[src/rtl/coeff_bank_swap_pkg.sv]
// Shared widths and FSM encodings for the coefficient bank-swap block.
package coeff_bank_swap_pkg;

   localparam int c_COEFF_NBITS = 40;
   localparam int c_NUM_COEFFS  = 32;

   localparam logic [1:0] c_ST_IDLE  = 2'd0;
   localparam logic [1:0] c_ST_FETCH = 2'd1;
   localparam logic [1:0] c_ST_DRAIN = 2'd2;
   localparam logic [1:0] c_ST_PEND  = 2'd3;

   typedef enum logic [1:0] {
      ST_IDLE  = c_ST_IDLE,
      ST_FETCH = c_ST_FETCH,
      ST_DRAIN = c_ST_DRAIN,
      ST_PEND  = c_ST_PEND
   } state_t;

endpackage

[src/rtl/coeff_regbank.sv]
// Single coefficient register bank: one synchronous write port, one
// registered read port (out-of-range addresses read as zero), async clear.
module coeff_regbank
   import coeff_bank_swap_pkg::*;
#(
   parameter int COEFF_NBITS = c_COEFF_NBITS,
   parameter int NUM_COEFFS  = c_NUM_COEFFS,
   parameter int ADDR_NBITS  = 5
) (
   input  logic                   i_clk_sys,
   input  logic                   i_rstn,
   input  logic                   i_we,
   input  logic [ADDR_NBITS-1:0]  i_waddr,
   input  logic [COEFF_NBITS-1:0] i_wdata,
   input  logic [ADDR_NBITS-1:0]  i_raddr,
   output logic [COEFF_NBITS-1:0] o_rdata
);

   logic [COEFF_NBITS-1:0] mem_q [NUM_COEFFS];
   logic [COEFF_NBITS-1:0] mem_d [NUM_COEFFS];
   logic [COEFF_NBITS-1:0] rdata_q;
   logic [COEFF_NBITS-1:0] rdata_d;

   // Next-state of the storage array and the read register.
   always_comb begin
      mem_d   = mem_q;
      rdata_d = '0;
      if (i_we && (32'(i_waddr) < NUM_COEFFS)) begin
         mem_d[i_waddr] = i_wdata;
      end
      if (32'(i_raddr) < NUM_COEFFS) begin
         rdata_d = mem_q[i_raddr];
      end
   end

   // Storage and read register, cleared asynchronously.
   always_ff @(posedge i_clk_sys or negedge i_rstn) begin
      if (!i_rstn) begin
         for (int i = 0; i < NUM_COEFFS; i++) begin
            mem_q[i] <= '0;
         end
         rdata_q <= '0;
      end else begin
         mem_q   <= mem_d;
         rdata_q <= rdata_d;
      end
   end

   assign o_rdata = rdata_q;

endmodule

[src/rtl/coeff_bank_swap.sv]
// Double-buffered coefficient store: copies a freshly loaded set out of the
// loader DPRAM into the shadow bank, then swaps banks on a sample boundary.
//
//   state | meaning
//   IDLE  | waiting for a load request
//   FETCH | issuing DPRAM addresses 0..NUM_COEFFS-1, writing word counter-1
//   DRAIN | writing the last returned word into the shadow bank
//   PEND  | shadow complete, waiting for the sample boundary to swap
module coeff_bank_swap
   import coeff_bank_swap_pkg::*;
#(
   parameter int COEFF_NBITS = c_COEFF_NBITS,
   parameter int NUM_COEFFS  = c_NUM_COEFFS,
   parameter int ADDR_NBITS  = 5
) (
   input  logic                   i_clk_sys,
   input  logic                   i_rstn,
   input  logic                   i_coeffs_rdy,
   output logic [ADDR_NBITS-1:0]  o_coeff_addr,
   input  logic [COEFF_NBITS-1:0] i_coeff_data,
   input  logic                   i_sample_sync,
   input  logic [ADDR_NBITS-1:0]  i_eng_addr,
   output logic [COEFF_NBITS-1:0] o_eng_coeff,
   output logic                   o_busy,
   output logic                   o_bank_sel,
   output logic                   o_swap_done,
   output logic                   o_coeffs_valid
);

   localparam int CNT_NBITS = ADDR_NBITS + 1;
   localparam logic [CNT_NBITS-1:0]  CNT_ONE   = CNT_NBITS'(1);
   localparam logic [CNT_NBITS-1:0]  CNT_LAST  = CNT_NBITS'(NUM_COEFFS - 1);
   localparam logic [ADDR_NBITS-1:0] ADDR_LAST = ADDR_NBITS'(NUM_COEFFS - 1);

   state_t                 state_q, state_d;
   logic [CNT_NBITS-1:0]   cnt_q, cnt_d;
   logic                   req_q, req_d;
   logic                   bank_sel_q, bank_sel_d;
   logic                   valid_q, valid_d;
   logic                   rd_sel_q, rd_sel_d;
   logic                   swap_done;
   logic                   wr_en;
   logic [ADDR_NBITS-1:0]  wr_addr;
   logic [COEFF_NBITS-1:0] rdata0, rdata1;

   // Sequencing: fetch, drain, wait for the sample boundary, swap.
   always_comb begin
      state_d    = state_q;
      cnt_d      = cnt_q;
      req_d      = req_q;
      bank_sel_d = bank_sel_q;
      valid_d    = valid_q;
      swap_done  = 1'b0;
      wr_en      = 1'b0;
      wr_addr    = '0;
      case (state_q)
         ST_IDLE: begin
            if (i_coeffs_rdy || req_q) begin
               req_d   = 1'b0;
               cnt_d   = '0;
               state_d = ST_FETCH;
            end
         end
         ST_FETCH: begin
            if (cnt_q != '0) begin
               wr_en   = 1'b1;
               wr_addr = ADDR_NBITS'(cnt_q - CNT_ONE);
            end
            if (i_coeffs_rdy) begin
               req_d = 1'b1;
            end
            cnt_d = cnt_q + CNT_ONE;
            if (cnt_q == CNT_LAST) begin
               state_d = ST_DRAIN;
            end
         end
         ST_DRAIN: begin
            wr_en   = 1'b1;
            wr_addr = ADDR_LAST;
            if (i_coeffs_rdy) begin
               req_d = 1'b1;
            end
            state_d = ST_PEND;
         end
         ST_PEND: begin
            if (i_sample_sync) begin
               swap_done  = 1'b1;
               bank_sel_d = ~bank_sel_q;
               valid_d    = 1'b1;
               if (i_coeffs_rdy || req_q) begin
                  req_d   = 1'b0;
                  cnt_d   = '0;
                  state_d = ST_FETCH;
               end else begin
                  state_d = ST_IDLE;
               end
            end else if (i_coeffs_rdy) begin
               // Newer set supersedes the pending one; refill the same shadow.
               req_d   = 1'b0;
               cnt_d   = '0;
               state_d = ST_FETCH;
            end
         end
         default: state_d = ST_IDLE;
      endcase
      // Output mux follows the bank that was active when the read registered.
      rd_sel_d = bank_sel_q;
   end

   // Control registers.
   always_ff @(posedge i_clk_sys or negedge i_rstn) begin
      if (!i_rstn) begin
         state_q    <= ST_IDLE;
         cnt_q      <= '0;
         req_q      <= 1'b0;
         bank_sel_q <= 1'b0;
         valid_q    <= 1'b0;
         rd_sel_q   <= 1'b0;
      end else begin
         state_q    <= state_d;
         cnt_q      <= cnt_d;
         req_q      <= req_d;
         bank_sel_q <= bank_sel_d;
         valid_q    <= valid_d;
         rd_sel_q   <= rd_sel_d;
      end
   end

   coeff_regbank #(
      .COEFF_NBITS (COEFF_NBITS),
      .NUM_COEFFS  (NUM_COEFFS),
      .ADDR_NBITS  (ADDR_NBITS)
   ) u_bank0 (
      .i_clk_sys (i_clk_sys),
      .i_rstn    (i_rstn),
      .i_we      (wr_en && bank_sel_q),
      .i_waddr   (wr_addr),
      .i_wdata   (i_coeff_data),
      .i_raddr   (i_eng_addr),
      .o_rdata   (rdata0)
   );

   coeff_regbank #(
      .COEFF_NBITS (COEFF_NBITS),
      .NUM_COEFFS  (NUM_COEFFS),
      .ADDR_NBITS  (ADDR_NBITS)
   ) u_bank1 (
      .i_clk_sys (i_clk_sys),
      .i_rstn    (i_rstn),
      .i_we      (wr_en && !bank_sel_q),
      .i_waddr   (wr_addr),
      .i_wdata   (i_coeff_data),
      .i_raddr   (i_eng_addr),
      .o_rdata   (rdata1)
   );

   assign o_coeff_addr   = (state_q == ST_FETCH) ? cnt_q[ADDR_NBITS-1:0] : '0;
   assign o_eng_coeff    = rd_sel_q ? rdata1 : rdata0;
   assign o_busy         = (state_q != ST_IDLE) || req_q;
   assign o_bank_sel     = bank_sel_q;
   assign o_swap_done    = swap_done;
   assign o_coeffs_valid = valid_q;

endmodule
[config.mk]
export PLATFORM = sky130hd
export DESIGN_NAME = coeff_bank_swap
export DESIGN_NICKNAME = d
export VERILOG_FILES = /design/src/rtl/coeff_bank_swap_pkg.sv /design/src/rtl/coeff_regbank.sv /design/src/rtl/coeff_bank_swap.sv
export SDC_FILE = /design/constraint.sdc
export NUM_CORES = 2
export LEC_CHECK = 0
export ABC_AREA = 0
export ABC_CLOCK_PERIOD_IN_PS = 3900
export CAP_MARGIN = 15
export CORE_AREA = 2 2 644 646
export DETAILED_ROUTE_END_ITERATION = 12
export DIE_AREA = 0 0 646 648
export PLACE_DENSITY = 0.44
export SYNTH_ARGS = -nofsm -noshare
export SYNTH_HDL_FRONTEND = slang
export SYNTH_SLANG_ARGS = --single-unit
[constraint.sdc]
create_clock -name i_clk_sys -period 3.9 [get_ports i_clk_sys]
set_input_delay 0.78 -clock i_clk_sys [delete_from_list [all_inputs] [get_ports i_clk_sys]]
set_output_delay 0.78 -clock i_clk_sys [all_outputs]
set_load 0.02 [all_outputs]
# [Word-level counts from Yosys, hierarchy flattened]
# Index checks and enable logic that the tools add are counted.
[word_totals] reg_bits=2652 inputBits=49 out_inout_bits=49 wordCells=136
[classes] addsub=2 n_lt_le_gt_ge=3 eq_ne=8 mux=33 bitwise=3 reduce_logical=15
[op_table] op="bitwise mux 1280 bit" count=2
[op_table] op="binary-select mux 40 bit (select 5 bit)" count=2
[op_table] op="2-to-1 mux 40 bit" count=6
[op_table] op="demux 40 bit (select 5 bit)" count=1
[op_table] op="2-to-1 mux 6 bit" count=3
[op_table] op="one-hot mux 6 bit (3 select lines)" count=1
[op_table] op="greater-or-equal comparator 6 bit (second input constant)" count=2
[op_table] op="NOT 5 -> 6 bit" count=2
[op_table] op="2-to-1 mux 5 bit" count=2
[op_table] op="one-hot mux 5 bit (2 select lines)" count=1
[op_table] op="2-to-1 mux 1 bit" count=8
[op_table] op="2-to-1 mux 2 bit" count=4
[op_table] op="one-hot mux 2 bit (4 select lines)" count=1
[op_table] op="adder 6 x 1 -> 6 bit (second input constant)" count=1
[op_table] op="== test 6 x 5 -> 1 bit (second input constant)" count=1
[op_table] op="less-than comparator 6 x 1 -> 1 bit (second input constant)" count=1
[op_table] op="AND reduction 2 bit" count=3
[op_table] op="nonzero test 6 bit" count=1
[op_table] op="subtractor 5 x 1 -> 5 bit (second input constant)" count=1
[op_table] op="== test 2 bit (second input constant)" count=2
[op_table] op="inequality test 2 bit (second input constant)" count=2
[op_table] op="logical AND 1 bit" count=3
[op_table] op="inequality test 3 bit (second input constant)" count=1
[op_table] op="one-hot mux 1 bit (3 select lines)" count=1
[op_table] op="11 further kinds" count=12

# [Logic depth before layout (Yosys ltp)]
[depth] ltp_word=9 ltp_mapped=10 ltp_nobuf=7

# [Hierarchy]
# From an unflattened synthesis, not the netlist that was laid out.
[hier_totals] hier_cells=8829 area_unflattened_um2=120928.5
[by_module_without_submodules] mod="coeff_regbank" instances=2 cells_per_inst=4344 area_per_inst_um2=59789.8 seq_area_each_um2=33031.7
[by_module_without_submodules] mod="coeff_bank_swap" instances=1 cells_per_inst=141 area_per_inst_um2=1348.8 seq_area_each_um2=300.3

# [Least setup slack after synthesis]
# No wires, ideal clock.
[synth_path] path_kind="register to register" start="register cnt_q[0]" end="register u_bank0.mem_q[480] in the netlist's numbering" setup_time_ns=0.125 arrival_ns=3.092 required_ns=3.775 setup_slack_ns=0.683 path_stages_with_launch=11 path_buffers=3 period_less_slack_ns=3.217 cell_sequence="dfrtp_1 > clkbuf_1 > inv_1 > ha_1 > nor3b_4 > mux2_2 > a211oi_1 > and2_0 > clkbuf_1 > buf_2 > mux2_2"
[synth_via] elab_chain_len=9 word_cells_on_any_way=14 classes_between="add/sub (1); order compare (2); mux (7); bitwise (1); reduce/logical (3)"
[synth_lines] element="start: declaration" line="coeff_bank_swap.sv:36" source="logic [CNT_NBITS-1:0] cnt_q, cnt_d;"
[synth_lines] element="start signal: assignment" line="coeff_bank_swap.sv:121" source="cnt_q <= cnt_d;"
[synth_lines] element="subtractor 5 x 1 -> 5 bit / nonzero test 6 bit (equally long branches)" line="coeff_bank_swap.sv:67, coeff_bank_swap.sv:65"
[synth_lines] element="2-to-1 mux 5 bit" line="coeff_bank_swap.sv:65" source="if (cnt_q != '0) begin"
[synth_lines] element="one-hot mux 5 bit (2 select lines)" line="coeff_bank_swap.sv:56" source="case (state_q)"
[synth_lines] element="NOT 5 -> 6 bit (not written as such)" line="coeff_regbank.sv:29" source="mem_d[i_waddr] = i_wdata;"
[synth_lines] element="greater-or-equal comparator 6 bit (not written as such) / less-than comparator 6 x 1 -> 1 bit (equally long branches)" line="coeff_regbank.sv:29"
[synth_lines] element="logical AND 1 bit (not written as such)" line="coeff_regbank.sv:29"
[synth_lines] element="2-to-1 mux 40 bit (not written as such)" line="coeff_regbank.sv:29"
[synth_lines] element="demux 40 bit (select 5 bit)" line="coeff_regbank.sv:29"
[synth_lines] element="bitwise mux 1280 bit" line="coeff_regbank.sv:29"
[synth_lines] element="end signal: assignment" line="coeff_regbank.sv:44" source="mem_q <= mem_d;"
[synth_lines] element="end: declaration" line="coeff_regbank.sv:19" source="logic [COEFF_NBITS-1:0] mem_q [NUM_COEFFS];"
# Several ways; a longest one is shown, not always the timed one.
# A chain may end at the register's enable or synchronous reset.

# [Worst setup path in the final report]
[layout_path] start="register state_q[0]" end="register u_bank0.mem_q[106] in the netlist's numbering"
[layout_via] elab_chain_len=8 word_cells_on_any_way=12 classes_between="order compare (2); eq/ne (2); mux (5); bitwise (1); reduce/logical (2)"
[layout_lines] element="start: declaration" line="coeff_bank_swap.sv:35" source="state_t state_q, state_d;"
[layout_lines] element="start signal: assignment" line="coeff_bank_swap.sv:120" source="state_q <= state_d;"
[layout_lines] element="== test 2 bit / == test 2 x 1 -> 1 bit (equally long branches)" line="coeff_bank_swap.sv:56"
[layout_lines] element="one-hot mux 5 bit (2 select lines)" line="coeff_bank_swap.sv:56"
[layout_lines] element="NOT 5 -> 6 bit (not written as such)" line="coeff_regbank.sv:29"
[layout_lines] element="greater-or-equal comparator 6 bit (not written as such) / less-than comparator 6 x 1 -> 1 bit (equally long branches)" line="coeff_regbank.sv:29"
[layout_lines] element="logical AND 1 bit (not written as such)" line="coeff_regbank.sv:29"
[layout_lines] element="2-to-1 mux 40 bit (not written as such)" line="coeff_regbank.sv:29"
[layout_lines] element="demux 40 bit (select 5 bit)" line="coeff_regbank.sv:29"
[layout_lines] element="bitwise mux 1280 bit" line="coeff_regbank.sv:29"
# Several ways; a longest one is shown, not always the timed one.

==> summary.md <==
| Metric | Value |
|---|---|
| Status | `finished, final reports clean` |
| CTS Buf Count | `309` |
| Drt via density | `5.11` |
| Worst EP arrival | `4.47 ns` |
| Yosys warns | `0` |
| Initial antenna violation count | `26` |
| Top FF cell, synth | `dfrtp_1` |
| Std-Cell Rows | `236` |
| Clock Tree Root | `clkbuf_16` |
| Detail Placement HPWL | `232000 um` |
| Sinks on Clock Net | `2652` |
| Synthesized Nets | `7272` |
| Synth Cell Area | `119000 um^2` |
| Layout Skew | `0.0348 ns` |
| Largest net degree at the start of global routing | `106` |
| Area grow syn2layout | `17.1%` |
| Core ar. | `412000 um^2` |
| Die Y | `648 um` |
| Final #Nets | `7317` |
| Routed length per instance | `30.7 um` |
| PortBufs | `97` |
| Crit path time final | `3.71 ns` |
| Cell Pwr Density | `529 nW/um^2` |
| RSZ-0062 raised after global routing | `false` |
| Total global-route track usage | `19.0%` |
| Post-synth top cells | `mux2_2, dfrtp_1, mux4_2, clkbuf_1, buf_2` |
| Share of cells above drive strength 1 | `58.2%` |
| Setup TNS | `0 ns` |
| Die area | `419000 um^2` |
| IO Pins | `98` |
| Fin. max-slew vios | `0` |
| Vias in the first global route | `71.9k` |
| Vias post-DR | `66.2k` |
| Chip width | `646 um` |
| Relative slew slack | `21.0%` |
| Max_cap viols | `0` |
| Critical path capture point type | `register` |
| Crit path kind | `register to register` |
| Critical Path Source | `state_q[0]$_DFFE_PN0P_` |
| Hold path startpoint | `i_coeff_data[35]` |
| #FFs+latches synth | `2652` |
| Drt initial violations | `3922` |
| # fillers | `39.3k` |
| Final setup viols | `0` |
| Startpoint class of the critical path | `register` |
| Top-count cell post-synth | `mux2_2` |
| Leak pwr | `60.9 nW` |
| Cell variety after synth | `56` |
| Clk_lat worst skew | `0.90 ns` |
| Final Hold Viols | `0` |
| Async S/R FF share, synth | `100%` |
| Met2 routed WL | `193000 um` |
| Grt total ovfl | `0` |
| Fin crit share | `95.1%` |
| Launch point of the worst reg-to-reg path | `state_q[0]$_DFFE_PN0P_` |
| DR top layer | `met5` |
| Final wirelength | `399000 um` |
| DRT antenna net count | `0` |
| Mean post-synth cell area | `16.5 um^2` |
| GPL Wtd Cong | `0.770` |
| CTS tree | `yes` |
| Initial Utilization | `28.9%` |
| DRC viols | `0` |
| Clock-pin slew on the worst setup and hold paths | `0.06 ns` |
| Post-synthesis sequential area ratio | `55.8%` |
| Peak VDD IR | `307 uV` |
| Crit path required time | `4.66 ns` |
| Wire length on met3 | `10900 um` |
| Largest cells by area after synthesis | `dfrtp_1, mux2_2, mux4_2, clkbuf_1, buf_2` |
| Share of the synthesized area in the top cell type | `55.8%` |
| FMAX | `270 MHz` |
| Mapped Cells | `7215` |
| Setup ws final | `0.190 ns` |
| Worst Hold Class | `primary input to register` |
| Max Buffers Root-to-Sink | `4` |
| Dpl ws | `0.227 ns` |
| Post-synth EDFFs | `0` |
| First-pass DRT Iterations | `5` |
| Worst Tran Pin Value | `1.18 ns` |
| First-pass GRT wire length | `570000 um` |
| DRT met1 WL | `185000 um` |
| Crit-path max FO | `13` |
| Largest area contributor in the netlist | `dfrtp_1` |
| H-Tree Depth | `5` |
stage by stage:
step | power, W | instances | area, um^2 | hold WS, ns | utilization (%)
2_1_floorplan | 0.0405 | 7215 | 119000 | 0.452 | -
3_3_place_gp | 0.0449 | 12400 | 129000 | 0.461 | 31.3
3_5_place_dp | 0.0453 | 12400 | 129000 | 0.471 | 31.3
4_1_cts | 0.0748 | 13000 | 139000 | 0.144 | 33.7
5_1_grt | 0.0770 | 13000 | 139000 | 0.175 | 33.8
6_report | 0.0737 | 13000 | 139000 | 0.233 | 33.8
placed cells by master (no fill, tap or decap), drive strengths merged, types with 6 or more instances in the layout:
cell           synthesis  routed
a211oi                 6       6
a21oi                 12      12
a221oi                23      23
and2                   6       6
buf                  383     433
bufinv                 0      13
clkbuf               368     481
clkdlybuf4s50          0      51
clkinv                 0      36
dfrtp               2652    2652
ha                     8       8
inv                   13      24
mux2                2703    2703
mux2i                 71      71
mux4                 737     737
nand2                 40      40
nand2b                10      10
nand3                 13      13
nor2                  44      44
nor2b                 11      11
nor3                  24      24
nor4                   8       8
o21ai                 12      12
o22ai                 28      28
where the power goes:
group / internal [W] / leakage [nW] / total (W) / switching (W)
logic: 0.00610 / 22.2 / 0.0115 / 0.00539
clock network: 0.0171 / 4.92 / 0.0291 / 0.0119
registers: 0.0313 / 33.8 / 0.0332 / 0.00187
critical path, stage by stage, from the launching register on:
cell     delay, ns
dfrtp_1       0.44
inv_1         0.15
ha_1          0.43
buf_4         0.24
inv_1         0.16
nor2_1        0.69
nand3_4       0.71
buf_12        0.42
mux2_2        0.28
kinds of logic after synthesis:
family,synth area share [%]
buf+inv,2.65
compound gates,0.627
mux,40.1
fa+ha+maj,0.0841
flops,55.8
xor+xnor,0.0221
simple gates,0.730
what timing repair did:
action / CTS / global route
gates resized for setup: 3 / 0
hold endpoints to repair: 51 / 0
setup endpoints to repair: 2 / 0
setup buffers: 0 / 0
hold buffers: 1 / 0
flip-flops by register name (all words and copies together), names as in the netlist:
register         cells
cnt_q                6
o_coeffs_valid       1
u_bank1.mem_q     1280
req_q                1
u_bank0.mem_q     1280
rd_sel_q             1
u_bank1.o_rdata     40
u_bank0.o_rdata     40
state_q              2
o_bank_sel           1
per-layer routing:
metal / up-vias / global-route usage (%)
met3: 495 / 1.90
met1: 37700 / 26.7
li1: 27000 / -
met5: - / 0
met4: 8 / 4.36
met2: 1016 / 31.6
cell type report:
type                            instances  area [um^2]  share of cell area, %
Sequential cell                      2652        66400                   47.6
Inverter                               13         48.8                 0.0350
Antenna cell                            4         10.0                0.00718
Multi-Input combinational cell       3799        50000                   35.9
Tap cell                             5474         6850                   4.92
Timing Repair Buffer                  485         6080                   4.37
Clock buffer                          481         9270                   6.65
Clock inverter                         62          704                  0.506
worst paths after layout:
kind | to | slack (ns) | cells after the start
min in group asynchronous | u_bank0.mem_q[306]$_DFFE_PN0P_ | 0.53 | 2
setup / recovery | u_bank0.mem_q[106]$_DFFE_PN0P_ | 0.19 | 8
max in group asynchronous | u_bank0.mem_q[1167]$_DFFE_PN0P_ | 1.97 | 4
hold reg to reg | u_bank1.mem_q[706]$_DFFE_PN0P_ | 0.48 | 1
setup reg to reg | u_bank0.mem_q[106]$_DFFE_PN0P_ | 0.19 | 8
hold / removal | u_bank0.mem_q[915]$_DFFE_PN0P_ | 0.23 | 2
No activity file was read; power rests on OpenSTA's default activity.
